$ cat src/rtl/next_pc_predictor_pkg.sv
// Shared definitions for the next-PC predictor: address width macro,
// default BTB index width, 2-bit counter encodings and update classes.
`ifndef WORD_SIZE
`define WORD_SIZE 16
`endif

package next_pc_predictor_pkg;

    localparam int BTB_IDX_BITS = 4;

    // 2-bit direction counter encodings; bit 1 is the taken prediction
    localparam logic [1:0] CTR_SNT = 2'd0;
    localparam logic [1:0] CTR_WNT = 2'd1;
    localparam logic [1:0] CTR_WT  = 2'd2;
    localparam logic [1:0] CTR_ST  = 2'd3;

    // What a resolved control-flow instruction does to its BTB entry
    typedef enum logic [1:0] {
        UPD_NONE      = 2'd0,
        UPD_TAKEN_HIT = 2'd1,
        UPD_ALLOC     = 2'd2,
        UPD_NT_HIT    = 2'd3
    } upd_kind_e;

endpackage

$ cat src/rtl/next_pc_predictor_sat_counter2.sv
// sat_counter2: combinational next state of a 2-bit saturating counter.
// Counts up on inc, down on dec, holds at CTR_ST / CTR_SNT.
module sat_counter2
    import next_pc_predictor_pkg::*;
(
    input  logic [1:0] ctr,
    input  logic       inc,
    input  logic       dec,
    output logic [1:0] ctr_next
);

    // Saturating step; inc and dec together cancel out
    always_comb begin
        ctr_next = ctr;
        if (inc && !dec) begin
            if (ctr != CTR_ST) ctr_next = ctr + 2'd1;
        end else if (dec && !inc) begin
            if (ctr != CTR_SNT) ctr_next = ctr - 2'd1;
        end
    end

endmodule

$ cat src/rtl/next_pc_predictor.sv
// next_pc_predictor: direct-mapped BTB choosing PC_next each cycle.
// Lookup is combinational on PC_cur; updates from EX land at the posedge.
// Optional feature macro BTB_COUNTER_EN: adds per-entry 2-bit direction
// counters. Without it a hit always predicts taken and a not-taken
// resolution on a hit invalidates the entry.
module next_pc_predictor
    import next_pc_predictor_pkg::*;
#(
    parameter int IDX_BITS = BTB_IDX_BITS,
    parameter int WORD     = `WORD_SIZE
) (
    input  logic            clk,
    input  logic            reset,
    input  logic [WORD-1:0] PC_cur,
    input  logic            upd_valid,
    input  logic [WORD-1:0] upd_pc,
    input  logic            upd_taken,
    input  logic [WORD-1:0] upd_target,
    input  logic            redirect,
    input  logic [WORD-1:0] redirect_pc,
    output logic [WORD-1:0] PC_next,
    output logic            pred_taken,
    output logic [15:0]     mispred_cnt
);

    localparam int ENTRIES = 1 << IDX_BITS;
    localparam int TAG_W   = WORD - IDX_BITS;

    // Register array: the read port is asynchronous, so no RAM macro
    logic [ENTRIES-1:0] valid_q;
    logic [TAG_W-1:0]   tag_q    [ENTRIES];
    logic [WORD-1:0]    target_q [ENTRIES];
`ifdef BTB_COUNTER_EN
    logic [1:0]         ctr_q    [ENTRIES];
    logic [1:0]         ctr_nxt;
`endif

    logic [15:0]        mispred_q;

    // Lookup side
    logic [IDX_BITS-1:0] lk_idx;
    logic [TAG_W-1:0]    lk_tag;
    logic                lk_hit;
    logic                lk_taken;

    // Update side
    logic [IDX_BITS-1:0] up_idx;
    logic [TAG_W-1:0]    up_tag;
    logic                up_hit;
    upd_kind_e           up_kind;

    assign lk_idx = PC_cur[IDX_BITS-1:0];
    assign lk_tag = PC_cur[WORD-1:IDX_BITS];
    assign lk_hit = valid_q[lk_idx] && (tag_q[lk_idx] == lk_tag);

`ifdef BTB_COUNTER_EN
    assign lk_taken = lk_hit && ctr_q[lk_idx][1];
`else
    assign lk_taken = lk_hit;
`endif

    assign up_idx = upd_pc[IDX_BITS-1:0];
    assign up_tag = upd_pc[WORD-1:IDX_BITS];
    assign up_hit = valid_q[up_idx] && (tag_q[up_idx] == up_tag);

    // Output select: redirect beats prediction beats sequential fetch
    always_comb begin
        PC_next    = PC_cur + WORD'(1);
        pred_taken = 1'b0;
        if (redirect) begin
            PC_next = redirect_pc;
        end else if (lk_taken) begin
            PC_next    = target_q[lk_idx];
            pred_taken = 1'b1;
        end
    end

    // Classify the resolved instruction against the current table
    always_comb begin
        up_kind = UPD_NONE;
        if (upd_valid) begin
            if (upd_taken) up_kind = up_hit ? UPD_TAKEN_HIT : UPD_ALLOC;
            else if (up_hit) up_kind = UPD_NT_HIT;
        end
    end

`ifdef BTB_COUNTER_EN
    // Counter next state for the entry being updated
    sat_counter2 u_ctr (
        .ctr      (ctr_q[up_idx]),
        .inc      (upd_taken),
        .dec      (!upd_taken),
        .ctr_next (ctr_nxt)
    );
`endif

    // Table write; reset wins over a same-cycle update. Tag and target
    // need no reset because valid gates every use of them.
    always_ff @(posedge clk) begin
        if (reset) begin
            valid_q <= '0;
`ifdef BTB_COUNTER_EN
            for (int i = 0; i < ENTRIES; i++) ctr_q[i] <= CTR_WNT;
`endif
        end else begin
            case (up_kind)
                UPD_TAKEN_HIT: begin
                    target_q[up_idx] <= upd_target;
`ifdef BTB_COUNTER_EN
                    ctr_q[up_idx]    <= ctr_nxt;
`endif
                end
                UPD_ALLOC: begin
                    valid_q[up_idx]  <= 1'b1;
                    tag_q[up_idx]    <= up_tag;
                    target_q[up_idx] <= upd_target;
`ifdef BTB_COUNTER_EN
                    ctr_q[up_idx]    <= CTR_WT;
`endif
                end
                UPD_NT_HIT: begin
`ifdef BTB_COUNTER_EN
                    ctr_q[up_idx]    <= ctr_nxt;
`else
                    valid_q[up_idx]  <= 1'b0;
`endif
                end
                default: ;
            endcase
        end
    end

    // Saturating count of redirect cycles
    always_ff @(posedge clk) begin
        if (reset) mispred_q <= '0;
        else if (redirect && (mispred_q != 16'hFFFF)) mispred_q <= mispred_q + 16'd1;
    end

    assign mispred_cnt = mispred_q;

endmodule

$ cat config.mk
export PLATFORM = sky130hd
export DESIGN_NAME = next_pc_predictor
export DESIGN_NICKNAME = d
export VERILOG_FILES = /design/src/rtl/next_pc_predictor_pkg.sv /design/src/rtl/next_pc_predictor_sat_counter2.sv /design/src/rtl/next_pc_predictor.sv
export SDC_FILE = /design/constraint.sdc
export NUM_CORES = 1
export LEC_CHECK = 0
export CORE_ASPECT_RATIO = 0.6
export CORE_MARGIN = 3
export CORE_UTILIZATION = 60
export CTS_CLUSTER_DIAMETER = 30
export DETAILED_ROUTE_END_ITERATION = 12
export PLACE_DENSITY = 0.78
export SYNTH_ARGS = -nofsm -noshare
export SYNTH_HDL_FRONTEND = slang
export SYNTH_SLANG_ARGS = --single-unit
$ cat constraint.sdc
create_clock -name clk -period 8.7 [get_ports clk]
set_clock_uncertainty 0.2 [all_clocks]
set_input_delay 1.74 -clock clk [delete_from_list [all_inputs] [get_ports clk]]
set_output_delay 1.74 -clock clk [all_outputs]
set_load 0.03 [all_outputs]
==> results.toml, run 1 <==
[synth]
synth-seq-area-share_pct = 66.49
synth_cells = 1143
synth_ff_type = "edfxtp_1"
synth.largest_area_cell = "edfxtp_1"
ys_types = 56
yosys_warnings = 0
syn_area_per_cell_um2 = 18.54
synth-edff-count = 448
synth.top_cells.by_area = "edfxtp_1 (63%), mux4_2 (18%), mux2i_1 (3.3%)"
ys_seq_elements = 480
yosysTopAreaCellShare_pct = 63.47
synth.most_common_cell = "edfxtp_1"
syn_nets = 1214
synthArstFlopShare_pct = 0
synthTopCellsByCount = "edfxtp_1 (448), mux4_2 (172), mux2i_1 (70)"
syn_area_um2 = 21200

[placement]
dp_hpwl_um = 33570
gp_congestion = 0.8995
placed_area_um2 = 22770
io_buffers = 101

[detailed_routing]
drt_drc_violations_left = 0
firstDrtPassIters = 5
ant_nets = 0
routed_wl_um = 54220
drtIter0Drc = 1618
routed_via_density = 6.902
vias = 12306
wl_per_cell_um = 30.41

[layout]
area_growth_syn_to_layout_pct = 17.31
antenna_cells = 0
layout.nets = 1345
postLayoutCoreUtil_pct = 72.52
finalInstanceArea_um2 = 24860
layout-drive-gt1-share_pct = 26.74

[floorplanning]
die_height_um = 151.6
die_w_um = 248.6
start_util_pct = 61.82
rows = 52
core_area_um2 = 34290
die-area_um2 = 37690
ioPinCount = 102

[clock_network]
cts.path.max_buffers = 3
cts_tree = "done"
cts_setup_buffers = 0
cts_buffers = 59
cts_root_buf = "clkbuf_16"
clkLatencyLatePin_ns = 0.61
cts_sinks = 480
cts_resized = 0
holdBufCountCts = 0
htreeDepth = 2
clk_pin_slew_ns = 0.06

[outcome]
outcome = "finished clean"

[sta]
timing.final.hold_violations = 0
rsz0062_at_grt = "no"
fmax_mhz = 125.7
setup_viol_count_final = 0
maxSlewHeadroom_pct = 16.80
worst_pin_slew_ns = 1.247
period_share_pct = 91.47
slew_viol_final = 0
setup_total_negative_slack_ns = 0
finalCriticalPeriod_ns = 7.958
holdWs_ns = 0.2970

[worst_setup_path]
critPathRequiredTime_ns = 6.76
worstSetupPathType = "in -> out"
critPathMaxFanout = 49
arrival_ns = 6.02
timing.reg2reg.setup_slack_ns = 4.42
cp-start-kind = "primary input"
endpoint_kind = "primary output"

[min_path]
worstHoldPathType = "reg -> reg"

[power_and_ir_drop]
power_leakage_nw = 8.042
power.density_nw_per_um2 = 221.2
peakVddDrop_mv = 0.1595

[global_routing]
grt.total_usage_pct = 29.38
grt_max_degree = 50
grt_pass1_vias = 12083
grt_pass1_wl_um = 80180
antenna_found_initial = 1
overflow = 0

[flow_run]
max_cap_violations = 0
placed cells by master, fill, tap and decap left out, drive strengths merged, types with 5 or more instances in the layout:
| master | n |
|---|---|
| buf | 50 |
| nand4 | 14 |
| or3 | 5 |
| nand2 | 42 |
| mux2i | 70 |
| clkdlybuf4s50 | 94 |
| nor2b | 8 |
| a21oi | 8 |
| o21ai | 28 |
| clkinv | 14 |
| nor3 | 10 |
| a22oi | 18 |
| o22ai | 6 |
| o311ai | 12 |
| mux2 | 6 |
| inv | 18 |
| dfxtp | 32 |
| and3 | 13 |
| clkbuf | 71 |
| clkinvlp | 6 |
| mux4 | 172 |
| nor2 | 51 |
| edfxtp | 448 |
| nand3 | 21 |
| xor2 | 22 |
| nor4 | 6 |
| bufinv | 8 |
| xnor2 | 23 |
sequential cells by signal, indices dropped and copies added, names as in the netlist, named ones only:
name	count
mispred_cnt	16
tag_q	192
target_q	256
per-layer routing:
layer  global-route usage (%)  vias up  share of wire, %
met5                    1.299        -              0.15
met4                    7.547        4               2.1
met3                    10.58      112                14
met2                    42.24      899                44
met1                    43.30     6251                40
li1                         -     5040                 -
where the power goes:
| group | switching [mW] | internal (mW) | leakage [nW] |
|---|---|---|---|
| clock | 1.01 | 1.57 | 1.01 |
| sequential | 0.00716 | 2.54 | 4.29 |
| combinational | 0.212 | 0.164 | 2.74 |
| total | 1.22 | 4.28 | 8.04 |
final timing paths:
path / endpoint / from / cells after the start
max: PC_next[14] / PC_cur[0] / 11
min: flip-flop / flip-flop / 2
min reg2reg: flip-flop / flip-flop / 2
max reg2reg: tag_q[13][6]$_DFFE_PP_ / tag_q[6][2]$_DFFE_PP_ / 9
kinds of logic (layout without fill, tap and decap cells):
| group | after synthesis | in the layout | synth area share [%] |
|---|---|---|---|
| simple gates | 191 | 191 | 4.516 |
| compound gates | 97 | 97 | 3.241 |
| mux | 248 | 248 | 21.90 |
| xor+xnor | 45 | 45 | 1.859 |
| fa+ha+maj | 2 | 2 | 0.1180 |
| buf+inv | 80 | 261 | 1.871 |
| flops | 480 | 480 | 66.49 |
worst max-delay path, cell delays in order:
cell	delay [ns]
clkbuf_8	0.49
mux4_2	0.59
mux4_2	0.52
xor2_1	0.19
nor4_2	0.44
nand4_1	0.26
nor3_4	0.48
buf_4	0.29
nor3_1	0.08
a221oi_2	0.18
clkdlybuf4s50_1	0.70
per-stage QoR:
step                      instances  power [mW]  worst slack [ns]
final                          1783       5.499            0.7423
after global routing           1783       5.651            0.5161
after CTS                      1783       5.521            0.7247
after detailed placement       1672       2.962            0.8069
after global placement         1672       2.955            0.8756
after floorplan                1143       2.820             2.133
area by class of cell:
| cell class | instances | area [um^2] |
|---|---|---|
| Inverter | 5 | 18.77 |
| Timing Repair Buffer | 145 | 1320 |
| Clock buffer | 70 | 1602 |
| Fill cell | 1988 | 9424 |
| Multi-Input combinational cell | 583 | 6761 |
| Clock inverter | 41 | 494.2 |
| Sequential cell | 480 | 14090 |
| Tap cell | 459 | 574.3 |
Power figures use the tool's default switching activity.
==> run 2: changes to the inputs <==
Settings changed: CORE_ASPECT_RATIO 0.6 to 0.5.
==> results.toml, run 2 (synthesis results as in run 1) <==
[detailed_routing]
ant_nets = 0
routed_via_density = 6.837
drtIter0Drc = 1651
drt_drc_violations_left = 0
wl_per_cell_um = 29.51
firstDrtPassIters = 5
vias = 11971
routed_wl_um = 51680

[worst_setup_path]
cp-start-kind = "primary input"
critPathMaxFanout = 40
arrival_ns = 5.81
endpoint_kind = "primary output"
critPathRequiredTime_ns = 6.76
worstSetupPathType = "in -> out"
crit_start = "PC_cur[0]"
reg2reg_from = "tag_q[9][0]$_DFFE_PP_"

[clock_network]
cts_resized = 0
holdBufCountCts = 0
clkLatencyLatePin_ns = 0.57
cts_sinks = 480
htreeDepth = 2
cts_setup_buffers = 0
clk_pin_slew_ns = 0.06
cts.path.max_buffers = 3
cts_root_buf = "clkbuf_16"
cts_buffers = 49
cts_tree = "done"

[placement]
dp_hpwl_um = 30570
io_buffers = 101
dp_slack_ns = 0.9021
gp_congestion = 0.8867

[min_path]
worstHoldPathType = "reg -> reg"

[global_routing]
grt_pass1_vias = 12148
overflow = 0
grt_pass1_wl_um = 77280
antenna_found_initial = 1
grt_max_degree = 71
grt.total_usage_pct = 27.61

[floorplanning]
die_w_um = 271.8
start_util_pct = 62.47
die-area_um2 = 37750
rows = 47
die_height_um = 138.9
core_area_um2 = 33930
ioPinCount = 102

[layout]
area_growth_syn_to_layout_pct = 14.50
layout_commonest_cell = "edfxtp_1"
layout.nets = 1319
layout-drive-gt1-share_pct = 25.60
largest_reg_flops = 256
largest-register = "target_q"
layout_common_cells = "edfxtp_1 (448), mux4_2 (172), clkdlybuf4s50_1 (94)"
n_fill_cell = 1990

[sta]
rsz0062_at_grt = "no"
finalCriticalPeriod_ns = 7.751
fmax_mhz = 129.0
setup_total_negative_slack_ns = 0
setup_viol_count_final = 0
worst_pin_slew_ns = 1.250
timing.final.hold_violations = 0
period_share_pct = 89.09
maxSlewHeadroom_pct = 16.57
holdWs_ns = 0.2799
worst_slack_ns = 0.9490
slew_viol_final = 0

[outcome]
outcome = "finished clean"

[flow_run]
max_cap_violations = 0

[power_and_ir_drop]
power_leakage_nw = 7.691
power.density_nw_per_um2 = 205.7
peakVddDrop_mv = 0.1479
## run 2: area by class of cell
type                       count  area (um^2)  share of cell area (%)
clock inverter                31        307.8                   1.268
sequential                   480        14090                   58.07
clock buffer                  57         1276                   5.259
inverter                       5        18.77                 0.07733
tap                          465        581.8                   2.397
multi-input combinational    583         6794                   27.99
timing repair buffer         129         1195                   4.923
antenna                        1        2.502                 0.01031
## run 2: metal layers
metal / routed length [um] / vias up / part of all wire [%] / track usage (%)
met2: 25340 / 705 / 49 / 44.00
li1: - / 4975 / - / -
met5: 0 / - / 0 / 0
met4: 1401 / 0 / 2.7 / 8.653
met3: 4854 / 111 / 9.4 / 5.324
met1: 20080 / 6180 / 39 / 39.46
## run 2: worst paths after layout
check                           to  slack [ns]  cells past startpoint
max reg2reg  tag_q[4][6]$_DFFE_PP_        4.53                      8
max                    PC_next[14]        0.95                     11
min reg2reg              flip-flop        0.28                      2
min                      flip-flop        0.28                      2
## run 2: report_power, final
group	leakage [nW]	total, mW	internal [mW]	switching [mW]
combinational	2.65	0.370	0.163	0.207
sequential	4.29	2.54	2.54	0.00700
clock	0.751	2.08	1.16	0.917
total	7.69	4.99	3.86	1.13
## run 2: worst max-delay path, stage by stage
cell	delay (ns)
buf_6	0.42
mux4_2	0.60
mux4_2	0.49
xor2_1	0.16
nor4_2	0.34
nand4_1	0.26
nor3_4	0.43
buf_4	0.31
nor3_1	0.09
a221oi_2	0.19
clkdlybuf4s50_1	0.71
## run 2: stage by stage
step	instances	power, mW	cell area [um^2]	util [%]
6_report	1751	4.993	24270	71.53
5_1_grt	1751	5.133	24270	71.53
4_1_cts	1750	5.008	24270	71.52
3_5_place_dp	1662	2.960	22680	66.85
3_3_place_gp	1662	2.951	22680	66.85
2_1_floorplan	1143	2.820	21200	-
